===== config.mk =====
export PLATFORM = sky130hd
export DESIGN_NAME = if_fetch_unit
export DESIGN_NICKNAME = d
export VERILOG_FILES = /design/src/rtl/if_fetch_unit.sv
export SDC_FILE = /design/constraint.sdc
export NUM_CORES = 1
export LEC_CHECK = 0
export ABC_AREA = 1
export BUFFER_PORTS_ARGS = -buffer_cell sky130_fd_sc_hd__buf_2
export CAP_MARGIN = 20
export CORE_MARGIN = 2
export CORE_UTILIZATION = 45
export DETAILED_ROUTE_END_ITERATION = 8
export HOLD_SLACK_MARGIN = 0.12
export PLACE_DENSITY = 0.76
export SYNTH_ARGS = -nofsm -noshare
export SYNTH_HDL_FRONTEND = slang
export SYNTH_SLANG_ARGS = --single-unit

===== constraint.sdc =====
create_clock -name clk -period 4.55 [get_ports clk]
set_input_delay 0.91 -clock clk [delete_from_list [all_inputs] [get_ports clk]]
set_output_delay 0.91 -clock clk [all_outputs]
set_load 0.02 [all_outputs]

===== src/rtl/if_fetch_unit.sv =====
// Instruction-fetch front end: owns the PC, translates through the MMU, issues one
// instruction-SRAM read at a time and hands {pc, inst, excode} to decode.
module if_fetch_unit #(
    parameter logic [31:0] RESET_PC  = 32'hbfc0_0000,
    parameter logic [4:0]  ADEL_CODE = 5'h04,
    parameter logic [4:0]  NO_EX     = 5'h1f
) (
    input  logic        clk,
    input  logic        reset,

    output logic [31:0] fs_vaddr,
    input  logic [31:0] mmu_paddr,
    input  logic [4:0]  mmu_excode,

    output logic        inst_sram_req,
    output logic        inst_sram_wr,
    output logic [1:0]  inst_sram_size,
    output logic [31:0] inst_sram_addr,
    input  logic        inst_sram_addr_ok,
    input  logic        inst_sram_data_ok,
    input  logic [31:0] inst_sram_rdata,

    input  logic        br_taken,
    input  logic [31:0] br_target,
    input  logic        flush,
    input  logic [31:0] flush_pc,

    input  logic        ds_allowin,
    output logic        fs_to_ds_valid,
    output logic [31:0] fs_pc,
    output logic [31:0] fs_inst,
    output logic [4:0]  fs_excode
);

    typedef enum logic [1:0] {
        S_REQ,
        S_WAIT,
        S_HOLD,
        S_CANCEL
    } state_t;

    state_t      state;
    logic [31:0] pc;
    logic [31:0] redir_pc;
    logic        pending;

    logic        mapped;
    logic [4:0]  fetch_ex;
    logic        accept;

    // NOTE: every always_comb output gets a value on every path, otherwise a latch is inferred.
    always_comb begin
        mapped = !(pc[31] && (pc[30:28] <= 3'b100));
        if (pc[1:0] != 2'b00) begin
            fetch_ex = ADEL_CODE;
        end else if (mapped && (mmu_excode != NO_EX)) begin
            fetch_ex = mmu_excode;
        end else begin
            fetch_ex = NO_EX;
        end
    end

    assign fs_vaddr       = pc;
    assign inst_sram_wr   = 1'b0;
    assign inst_sram_size = 2'd2;
    assign inst_sram_addr = mmu_paddr;
    assign inst_sram_req  = !reset && (state == S_REQ) && (fetch_ex == NO_EX);
    assign accept         = inst_sram_req && inst_sram_addr_ok;

    // NOTE: state is updated with non-blocking assignments so every branch reads the
    // pre-edge values; the redirect capture below relies on its later write winning.
    always_ff @(posedge clk) begin
        if (reset) begin
            state          <= S_REQ;
            pc             <= RESET_PC;
            redir_pc       <= '0;
            pending        <= 1'b0;
            fs_to_ds_valid <= 1'b0;
            fs_pc          <= RESET_PC;
            fs_inst        <= '0;
            fs_excode      <= NO_EX;
        end else if (flush) begin
            pc             <= flush_pc;
            pending        <= 1'b0;
            fs_to_ds_valid <= 1'b0;
            // An accepted or still-outstanding read must be drained before refetching.
            case (state)
                S_REQ:    state <= accept ? S_CANCEL : S_REQ;
                S_WAIT:   state <= inst_sram_data_ok ? S_REQ : S_CANCEL;
                S_HOLD:   state <= S_REQ;
                S_CANCEL: state <= inst_sram_data_ok ? S_REQ : S_CANCEL;
                default:  state <= S_REQ;
            endcase
        end else begin
            case (state)
                S_REQ: begin
                    if (fetch_ex != NO_EX) begin
                        fs_pc          <= pc;
                        fs_inst        <= '0;
                        fs_excode      <= fetch_ex;
                        fs_to_ds_valid <= 1'b1;
                        state          <= S_HOLD;
                    end else if (accept) begin
                        state <= S_WAIT;
                    end
                end
                S_WAIT: begin
                    if (inst_sram_data_ok) begin
                        fs_pc          <= pc;
                        fs_inst        <= inst_sram_rdata;
                        fs_excode      <= NO_EX;
                        fs_to_ds_valid <= 1'b1;
                        state          <= S_HOLD;
                    end
                end
                S_HOLD: begin
                    if (ds_allowin) begin
                        pc             <= pending ? redir_pc : pc + 32'd4;
                        pending        <= 1'b0;
                        fs_to_ds_valid <= 1'b0;
                        state          <= S_REQ;
                    end
                end
                S_CANCEL: begin
                    if (inst_sram_data_ok) begin
                        state <= S_REQ;
                    end
                end
                default: state <= S_REQ;
            endcase

            // A branch arriving on the handoff edge becomes the pending redirect for the next slot.
            if (br_taken) begin
                pending  <= 1'b1;
                redir_pc <= br_target;
            end
        end
    end

endmodule


# [Word level (Yosys, flattened, before mapping)]
# Cells that the tools add are included.
[op_classes] n_reduce_logical=23 n_eq_ne=13 add_sub_neg=1 magnitude_cmp=1 bitwise=1 mux=31
[ops] op="2-to-1 mux 32 bit" n=8
[ops] op="case mux 32 bit (2 select lines)" n=2
[ops] op="adder 32 x 3 -> 32 bit (second input constant)" n=1
[ops] op="2-to-1 mux 5 bit" n=4
[ops] op="2-to-1 mux 2 bit" n=8
[ops] op="AND reduction 4 bit" n=3
[ops] op="nonzero test 2 bit" n=6
[ops] op="inequality test 5 bit (second input constant)" n=2
[ops] op="case mux 5 bit (2 select lines)" n=1
[ops] op="inequality test 3 bit (second input constant)" n=3
[ops] op="case mux 2 bit (4 select lines)" n=1
[ops] op="case mux 2 bit (3 select lines)" n=1
[ops] op="AND reduction 2 bit" n=3
[ops] op="equality test 5 bit (second input constant)" n=1
[ops] op="logical AND 1 bit" n=5
[ops] op="2-to-1 mux 1 bit" n=5
[ops] op="equality test 2 bit (second input constant)" n=2
[ops] op="inequality test 2 bit (second input constant)" n=2
[ops] op="inequality test 4 x 3 -> 1 bit (second input constant)" n=1
[ops] op="OR reduction 2 bit" n=2
[ops] op="<= comparator 3 bit (second input constant)" n=1
[ops] op="case mux 1 bit (3 select lines)" n=1
[ops] op="nonzero test 3 bit" n=1
[ops] op="equality test 2 x 1 -> 1 bit (second input constant)" n=1
[ops] op="4 further kinds" n=5
[word_totals] input_bits=140 ff_bits=137 output_inout_bits=138 word_cells=78

# [Longest topological paths before layout]
# Gate-level depths: netlist of run 1.
[depth] depth_word=13 mapped_depth=12 depth_no_buf=12

# [Least setup slack after synthesis of run 1]
# No wires, ideal clock.
[synth_timing] path_type="input -> output" start="input mmu_excode[4]" end="output inst_sram_req" required_ns=3.640 t_arrival_ns=1.776 stages=8 path_slack_ns=1.864 path_buffers=0 path_cell_list="inv_1 -> nor2_1 -> nand2_1 -> nand3_1 -> nand2_1 -> nor2_1 -> nand3_1 -> nor2_1"
[synth_via] elab_chain_len=6
[synth_rtl] element="start: declaration" line="13" rtl="input logic [4:0] mmu_excode,"
[synth_rtl] element="inequality test 5 bit" line="56" rtl="end else if (mapped && (mmu_excode != NO_EX)) begin"
[synth_rtl] element="logical AND 1 bit" line="56"
[synth_rtl] element="2-to-1 mux 5 bit *" line="56"
[synth_rtl] element="2-to-1 mux 5 bit *" line="54" rtl="if (pc[1:0] != 2'b00) begin"
[synth_rtl] element="equality test 5 bit *" line="67" rtl="assign inst_sram_req = !reset && (state == S_REQ) && (fetch_ex == NO_EX);"
[synth_rtl] element="logical AND 1 bit *" line="67"
[synth_rtl] element="end: declaration" line="15" rtl="output logic inst_sram_req,"
# Mark *: on every way between the ends. The rest lies on a longest branch, timed or not.

# [Final worst setup path of run 1]
[layout_timing] start="register pc[1] (netlist: fs_vaddr[1])" end="output inst_sram_req"
[layout_via] elab_chain_len=4
[layout_rtl] element="start: declaration" line="43" rtl="logic [31:0] pc;"
[layout_rtl] element="start signal: assignment" line="83" rtl="pc <= flush_pc;"
[layout_rtl] element="start signal: assignment" line="118" rtl="pc <= pending ? redir_pc : pc + 32'd4;"
[layout_rtl] element="nonzero test 2 bit" line="54"
[layout_rtl] element="2-to-1 mux 5 bit" line="54"
[layout_rtl] element="equality test 5 bit" line="67"
[layout_rtl] element="logical AND 1 bit" line="67"
# Every way passes these cells.

==> results of run 1 <==
[how the worst max path moves through the flow]
| stage | startpoint | to | slack, ns | cells after the start |
|---|---|---|---|---|
| floorplan | mmu_excode[4] | inst_sram_req | 1.86 | 8 |
| global placement | mmu_excode[2] | fs_excode[2]$_SDFFE_PP1P_ | 1.68 | 12 |
| detailed placement | mmu_excode[4] | fs_excode[2]$_SDFFE_PP1P_ | 1.59 | 12 |
| CTS | fs_vaddr[1]$_SDFFE_PP0P_ | inst_sram_req | 1.58 | 8 |
| global route | fs_vaddr[1]$_SDFFE_PP0P_ | inst_sram_req | 1.37 | 8 |
| finish | fs_vaddr[1]$_SDFFE_PP0P_ | inst_sram_req | 1.56 | 8 |
[stage by stage]
step	std cells	power (W)	cell area, µm²
floorplan	961	0.001770	6628
global placement	1270	0.001905	7446
detailed placement	1270	0.001908	7446
CTS	1298	0.003197	7991
global route	1298	0.003325	7991
finish	1298	0.003181	7991
[sequential cells by signal, indices dropped and copies added (netlist names)]
name            flops
state               2
redir_pc           32
pending             1
fs_excode           5
fs_vaddr           32
fs_pc              32
fs_inst            32
fs_to_ds_valid      1
[worst max-delay path, cell delays in order (launching register included)]
cell     delay, ns
dfxtp_1       0.40
nor2_1        0.35
inv_1         0.11
a21oi_1       0.18
nand2_1       0.07
nor2_1        0.15
nand3_1       0.13
nor2_1        0.10
buf_2         0.18
[cells in the final DEF, fill, tap and decap left out, drive strengths merged, types with 2 or more instances in the layout]
| cell type | instances |
|---|---|
| nand2 | 221 |
| buf | 220 |
| dfxtp | 137 |
| nor2 | 136 |
| a21oi | 111 |
| o21ai | 79 |
| nand3 | 64 |
| inv | 44 |
| clkbuf | 25 |
| xor2 | 14 |
| o211ai | 12 |
| nand4 | 10 |
| nor3 | 9 |
| or2 | 4 |
| o21bai | 4 |
| clkinv | 3 |
| a31oi | 3 |
| a21o | 3 |
| xnor2 | 3 |
| conb | 3 |
| nand3b | 2 |
[power breakdown]
part	total, W	switching [W]	internal (W)	leakage (nW)
Clock	0.00129	0.000482	0.000809	0.271
Combinational	0.000535	0.000357	0.000178	2.27
Sequential	0.00135	0.0000778	0.00128	1.12
Total	0.00318	0.000917	0.00226	3.66
[routing by layer]
metal  track usage  vias to the layer above
met5             0                        -
met4       0.07712                        0
met3       0.05734                       34
met2        0.4012                      311
met1        0.3379                     3075
li1              -                     3396
[area by class of cell]
class | instances | area share
clock buffer | 25 | 0.06325
sequential | 137 | 0.3432
timing repair buffer | 220 | 0.1409
inverter | 45 | 0.02129
tap | 184 | 0.02881
multi-input combinational | 684 | 0.3975
clock inverter | 3 | 0.005010
[kinds of logic after synthesis]
kind of cell	synth area share
AO/OA/AOI/OAI	0.1728
adder cells (fa/ha/maj)	0.001889
buffers and inverters	0.1077
XOR/XNOR	0.02248
other	0.001134
AND/OR/NAND/NOR	0.2799
flip-flops	0.4141
==> metrics.txt, run 1 <==
leading cell types by count after synthesis=nand2_1, dfxtp_1, nor2_1, a21oi_1, o21ai_0; die area=roughly 16000 µm²; Synth warnings=0; Setup violations, final=0; worst rel slew slack=0.4376; critical path data arrival time=around 2.1 ns; CTS Buf Count=17; layout net count=between 1k and 1.5k; Detailed Place HPWL=13990 µm; Post-Syn Instances=960; peak supply drop=0.0002487 V; worst-path maximum fanout=7; CP required=between 3 and 4 ns; Skew-Pair Late Insertion Delay=~0.42 ns; worst hold start=fs_to_ds_valid$_SDFFE_PP0P_; Slew Limit Fails=0; drt pass-1 iters=5; final hold violations=0; Root Driver=clkbuf_16; Cell variety after synth=36; die width=roughly 130 µm; worst slack, placed=~1.6 ns; WHS=about 0.45 ns; fillcell total=1453; asr flop ratio synth=0; initial cell density of the core=0.4575; final cell utilization of the core=0.5519; initial DRC count=approximately 560; cts repair resizes=0; predominant post-synthesis flop cell=dfxtp_1; hold path endpoint=fs_to_ds_valid$_SDFFE_PP0P_; initial antenna violation count=0; FMAX=~0.33 GHz; M1 WL=~9000 µm; post-route antenna net violation count=0; Post-Route WL=a little over 20000 µm; CP Class=register to primary output; Leak=3.660 nW; Mapped Area=between 6000 and 7000 µm²; reg2reg end=fs_excode[2]$_SDFFE_PP1P_; number of port buffers=210; Synth Area per Inst=about 7 µm²; first-pass GRT wire length=approximately 32000 µm; # Post-CTS Setup Buffers=0; reg2reg start=fs_vaddr[30]$_SDFFE_PP0P_; Worst Hold Path Cells=2; CP Capture Type=primary output; area of the multi-input gates=~3200 µm²; die extent in y=125.3 µm; Fin Clk Skew=about 0.005 ns; DRC=0; count leader, synth=nand2_1; HP Class=register to register; layout cells sized above 1=0.2352; DR WL/cell=around 15 µm; status=finished, final reports clean; largest net degree at the start of global routing=79; RSZ-0062 raised after global routing=false; clock sink total=approximately 140; H-Tree Depth=4; area of the core=about 14000 µm²; number of flops mapped to enable cells by yosys=0; CP Launch Type=register; post-route setup TNS=0 ns; Tot GR Track Use=0.2505; sequential element share of the synthesized area=0.4141; worst-margin pin slew=~0.84 ns; main area contributors after synthesis=dfxtp_1, nand2_1, a21oi_1; vias in the first global route=between 6k and 7k; Vias=about 7k; largest area contributor in the netlist=dfxtp_1; GRT overflow=0; clock-pin slew on the worst setup and hold paths=0.06 ns; Final min period=~3.0 ns; top layer in use=met4; Final GP Congestion=just under 0.9; Syn-to-layout area delta=20.65%; CTS tree=done; Final WS setup=1.564 ns; synthesized flop and latch total=between 100 and 150; Top Ports=around 280; Final period util=0.6562; Sequential Area=2743 µm²; met3 WL=1724 µm; Rows=44; Power Density=about 400 nW/µm²; Routed met2 length=9284 µm; via/cell ratio=about 5.3; CTS max path bufs=2; number of diodes=0; max cap viols=0; Yosys top cell area share=0.4141; r2r setup slk=between 2 and 2.5 ns; hold-fix buffers at CTS=0; worst reg-to-reg path cell count=10
(Power assumes the default switching activity.)
==> run 2: changes to the inputs <==
--- a/config.mk
+++ b/config.mk
@@ -9,10 +9,10 @@
 export BUFFER_PORTS_ARGS = -buffer_cell sky130_fd_sc_hd__buf_2
 export CAP_MARGIN = 20
 export CORE_MARGIN = 2
-export CORE_UTILIZATION = 45
+export CORE_UTILIZATION = 44
 export DETAILED_ROUTE_END_ITERATION = 8
 export HOLD_SLACK_MARGIN = 0.12
-export PLACE_DENSITY = 0.76
+export PLACE_DENSITY = 0.77
 export SYNTH_ARGS = -nofsm -noshare
 export SYNTH_HDL_FRONTEND = slang
 export SYNTH_SLANG_ARGS = --single-unit
==> constraint.sdc (replaced) <==
create_clock -name clk -period 2.4 [get_ports clk]
set_input_delay 0.48 -clock clk [delete_from_list [all_inputs] [get_ports clk]]
set_output_delay 0.48 -clock clk [all_outputs]
set_load 0.02 [all_outputs]
==> run 2 against run 1 <==
Critical path depth unchanged. Largest cell class unchanged. Final cell count rose by 1.8%. Clock skew grew 0.0061 ns. Non-clock buffer count up 20. Highest routed layer unchanged. Die area rose by 2.2%. Combinational power is 110% higher. Flip-flop and latch count unchanged. Global-route usage rose by 0.82 points. Sequential share of layout area shrank 1.0 points. Worst setup slack worse by 1.4 ns. Via count rose by 1.1%. Hold slack worse by 0.17 ns.
==> metrics.txt, run 2 (synthesis results as in run 1) <==
number of diodes=0; most common cell after layout, fill and taps aside=nand2_1; worst slack, placed=0.3492 ns; Syn-to-layout area delta=24.29%; Final WS setup=around 0.13 ns; CP Launch Type=register; Fin Clk Skew=around 0.011 ns; GRT overflow=0; Rows=44; most frequent cells in the layout=nand2_1, buf_2, dfxtp_1; via/cell ratio=5.219; Critical Path Slowest Stage Cell=dfxtp_1; Detailed Place HPWL=approximately 15000 µm; drt pass-1 iters=8; die width=126.7 µm; area of the core=14640 µm²; CP Capture Type=primary output; CTS max path bufs=2; CTS tree=done; worst-margin pin slew=~0.90 ns; CP Class=register to primary output; crit-path cells=nand2_1, nand3_4, a21oi_2, nand2_1, nor2_1, nand3_1, nor2_1, buf_2; Root Driver=clkbuf_16; Top Ports=~280; peak supply drop=approximately 0.00057 V; Leak=roughly 3.8 nW; clock-pin slew on the worst setup and hold paths=around 0.06 ns; Final period util=0.9448; die extent in y=roughly 130 µm; status=finished, final reports clean; initial antenna violation count=0; post-route antenna net violation count=0; final hold violations=0; H-Tree Depth=4; post-route setup TNS=0 ns; DR WL/cell=between 15 and 20 µm; FMAX=0.4410 GHz; layout cells sized above 1=0.2542; worst-path maximum fanout=6; # Post-CTS Setup Buffers=0; initial DRC count=between 500 and 600; number of port buffers=210; worst rel slew slack=0.4016; Final min period=~2.3 ns; RSZ-0062 raised after global routing=false; CTS Buf Count=17; Setup violations, final=0; Final GP Congestion=~0.95; critical path data arrival time=between 1.5 and 2 ns; first-pass GRT wire length=~33000 µm; initial cell density of the core=0.4523; die area=16050 µm²; max cap viols=0; DRC=0; Top delay family on crit path=simple AND/OR/NAND/NOR gates; max incr delay on CP=~0.36 ns; Vias=between 6k and 7k; Power Density=754.8 nW/µm²; Post-Route WL=around 21000 µm; layout net count=between 1k and 1.5k; clock sink total=~140; Slew Limit Fails=0; fillcell total=approximately 1.4k; HP Class=input port to register; largest net degree at the start of global routing=between 70 and 80; vias in the first global route=between 6k and 7k; Tot GR Track Use=0.2586; Buf/Inv on CP=1; Skew-Pair Late Insertion Delay=between 0.4 and 0.5 ns; CP required=around 1.9 ns
-- run 2: cell types whose count changed in the layout (fill, tap and decap cells not counted), sizes merged --
cell	before	now
buf	220	240
clkbuf	25	23
clkinv	3	5
clkinvlp	0	2
bufinv	1	2
-- run 2: worst paths after layout --
path | cells after the start | slack (ns) | to | from
hold reg to reg | 2 | 0.46 | fs_inst[13]$_SDFFE_PP0P_ | fs_inst[13]$_SDFFE_PP0P_
setup reg to reg | 10 | 0.39 | fs_vaddr[24]$_SDFFE_PP1P_ | fs_vaddr[4]$_SDFFE_PP0P_
setup / recovery | 8 | 0.13 | inst_sram_req | fs_vaddr[30]$_SDFFE_PP0P_
hold / removal | 3 | 0.28 | redir_pc[18]$_SDFFE_PP0P_ | br_target[18]
-- run 2: metrics by stage --
step | instances | hold WS [ns] | cell area (µm²) | utilization | total power (W)
finish | 1321 | 0.2805 | 8233 | 0.5622 | 0.006214
global placement | 1290 | 0.4462 | 7634 | 0.5213 | 0.003680
CTS | 1321 | 0.2637 | 8209 | 0.5606 | 0.006251
detailed placement | 1290 | 0.4521 | 7634 | 0.5213 | 0.003690
global route | 1321 | 0.2843 | 8233 | 0.5622 | 0.006488
floorplan | 961 | 0.4244 | 6628 | - | 0.003356
-- run 2: tightest hold or removal path: stages --
cell    delay, ns
buf_2        0.07
nor2_1       0.03
nor2_1       0.08
-- run 2: final cells by class --
cell class                 count  area (µm²)  area share
multi-input combinational    684        3203      0.3891
sequential                   137        2743      0.3331
timing repair buffer         240        1314      0.1596
clock buffer                  23       478.0     0.05805
tap                          184       230.2     0.02796
inverter                      45       170.2     0.02067
clock inverter                 8       95.09     0.01155
-- run 2: power breakdown --
part / internal, W / switching [W] / total (W)
combinational: 0.000393 / 0.000729 / 0.00112
sequential: 0.00242 / 0.000122 / 0.00254
clock: 0.00160 / 0.000952 / 0.00255
-- run 2: routing by layer --
layer / vias up / part of all wire / wire, µm / GRT usage
met1: 3085 / 0.43 / 9046 / 0.3317
met3: 38 / 0.093 / 1971 / 0.07507
met4: 0 / 0.022 / 465 / 0.08662
met2: 335 / 0.46 / 9648 / 0.4200
li1: 3436 / - / - / -
met5: - / 0 / 0 / 0
-- run 2: what timing repair did --
item / in CTS / in global routing
gates cloned: 0 / 0
hold buffers: 0 / 0
endpoints found under the setup margin: 1 / 1
resized for setup: 1 / 5
pin swaps: 0 / 0
==> run 3: changes to the inputs <==
--- a/config.mk
+++ b/config.mk
@@ -10,9 +10,11 @@
 export CAP_MARGIN = 20
 export CORE_MARGIN = 2
 export CORE_UTILIZATION = 44
+export CTS_CLUSTER_DIAMETER = 40
 export DETAILED_ROUTE_END_ITERATION = 8
 export HOLD_SLACK_MARGIN = 0.12
 export PLACE_DENSITY = 0.77
+export REMOVE_ABC_BUFFERS = 1
 export SYNTH_ARGS = -nofsm -noshare
 export SYNTH_HDL_FRONTEND = slang
 export SYNTH_SLANG_ARGS = --single-unit
==> run 3 against run 2 <==
Power up 5.0%. Utilization up 0.29 points. Critical path type unchanged. Flip-flop and latch count unchanged. Via count up 0.16%. Clock-buffer cell count down 3. Sequential power about the same. Sequential share of layout area down 0.16 points. Maximum frequency up 1.5%. Critical path depth unchanged. Non-clock buffer count down 3. Final cell count down 0.23%.
==> metrics.txt, run 3 (synthesis results as in run 1) <==
initial DRC count=between 400 and 500; WHS=about 0.28 ns; CP Launch Type=register; final hold violations=0; Final GP Congestion=0.8758; area of the core=14640 µm²; via/cell ratio=5.239; GRT overflow=0; hold-fix buffers at CTS=0; H-Tree Depth=4; die area=around 16000 µm²; Slew Limit Fails=0; worst rel slew slack=0.4957; RSZ-0062 raised after global routing=false; most frequent cells in the layout=nand2_1, buf_2, dfxtp_1; worst-margin pin slew=between 0.7 and 0.8 ns; CP Capture Type=primary output; worst-path maximum fanout=8; HP Class=input port to register; layout cells sized above 1=0.2540; CP required=between 1.5 and 2 ns; peak supply drop=roughly 0.00047 V; status=finished, final reports clean; # Post-CTS Setup Buffers=0; layout net count=1263; clock sink total=about 140; CTS max path bufs=2; max cap viols=0; DR WL/cell=16.26 µm; Setup violations, final=0; die width=~130 µm; CTS Buf Count=17; Final min period=about 2.2 ns; Total Power=around 0.0065 W; Top Ports=278; Fin Clk Skew=between 0.009 and 0.01 ns; Detailed Place HPWL=approximately 15000 µm; Post-Route WL=~21000 µm; Vias=between 6k and 7k; cts repair resizes=0; Final period util=0.9304; most common cell after layout, fill and taps aside=nand2_1; Tot GR Track Use=0.2626; DRC=0; critical path data arrival time=~1.8 ns; clock-pin slew on the worst setup and hold paths=0.06 ns; fillcell total=roughly 1.4k; number of diodes=0; CP Class=register to primary output; Syn-to-layout area delta=24.93%; die extent in y=around 130 µm; drt pass-1 iters=5; number of port buffers=between 200 and 250; largest net degree at the start of global routing=57; first-pass GRT wire length=between 30000 and 40000 µm; Skew-Pair Late Insertion Delay=0.42 ns; Rows=between 40 and 50; Root Driver=clkbuf_16; initial cell density of the core=0.4523; post-route antenna net violation count=0; Power Density=788.5 nW/µm²; vias in the first global route=approximately 6.3k; CTS tree=done; FMAX=approximately 0.45 GHz; post-route setup TNS=0 ns; initial antenna violation count=1; Leak=3.793 nW
run 3: cell count changes in the layout (fill, tap and decap cells not counted), moves of 2 or more:
cell,change
bufinv_16,+3
clkinv_4,+2
nor2_2,+2
clkinv_2,-3
buf_4,-2
clkbuf_1,-2
run 3: final timing paths:
| kind | cells past startpoint | start | slack [ns] | end |
|---|---|---|---|---|
| setup reg to reg | 11 | fs_vaddr[3]$_SDFFE_PP0P_ | 0.42 | fs_vaddr[24]$_SDFFE_PP1P_ |
| hold / removal | 3 | br_target[20] | 0.28 | redir_pc[20]$_SDFFE_PP0P_ |
| setup / recovery | 8 | fs_vaddr[30]$_SDFFE_PP0P_ | 0.17 | inst_sram_req |
| hold reg to reg | 2 | fs_to_ds_valid$_SDFFE_PP0P_ | 0.45 | fs_to_ds_valid$_SDFFE_PP0P_ |
run 3: layout make-up:
class | instances | area [µm²] | share of cell area
Clock buffer | 20 | 456.7 | 0.05519
Clock inverter | 11 | 195.2 | 0.02359
Inverter | 45 | 170.2 | 0.02056
Multi-Input combinational cell | 684 | 3201 | 0.3868
Sequential cell | 137 | 2744 | 0.3316
Tap cell | 184 | 230.2 | 0.02782
Timing Repair Buffer | 237 | 1279 | 0.1545
run 3: per-stage QoR:
| stage | instance area [µm²] | util | setup slack (ns) | cells |
|---|---|---|---|---|
| 2_1_floorplan | 6085 | - | -0.3139 | 866 |
| 3_3_place_gp | 7601 | 0.5191 | 0.4420 | 1287 |
| 5_1_grt | 8275 | 0.5651 | 0.04786 | 1318 |
| 4_1_cts | 8253 | 0.5636 | 0.05596 | 1318 |
| 3_5_place_dp | 7601 | 0.5191 | 0.3745 | 1287 |
| 6_report | 8275 | 0.5651 | 0.1669 | 1318 |
run 3: power by group:
group | internal, W | leakage (nW) | switching (W) | total (W)
combinational | 0.000388 | 2.36 | 0.000716 | 0.00110
clock | 0.00189 | 0.308 | 0.000991 | 0.00288
sequential | 0.00242 | 1.12 | 0.000117 | 0.00254
total | 0.00470 | 3.79 | 0.00182 | 0.00653
run 3: critical path, cell delays in order (launching register included):
cell and delay [ns]:
dfxtp_2 0.35, nand2_1 0.12, nand3_4 0.14, nand3_1 0.17, nand2_1 0.08, nor2_2 0.14
nand3_1 0.10, nor2_1 0.09, buf_2 0.16
run 3: layer usage:
metal | routed length (µm) | GRT usage
met1 | 9279 | 0.3385
met2 | 9517 | 0.4118
met3 | 2337 | 0.1067
met4 | 282 | 0.06399
met5 | 13 | 0.01548
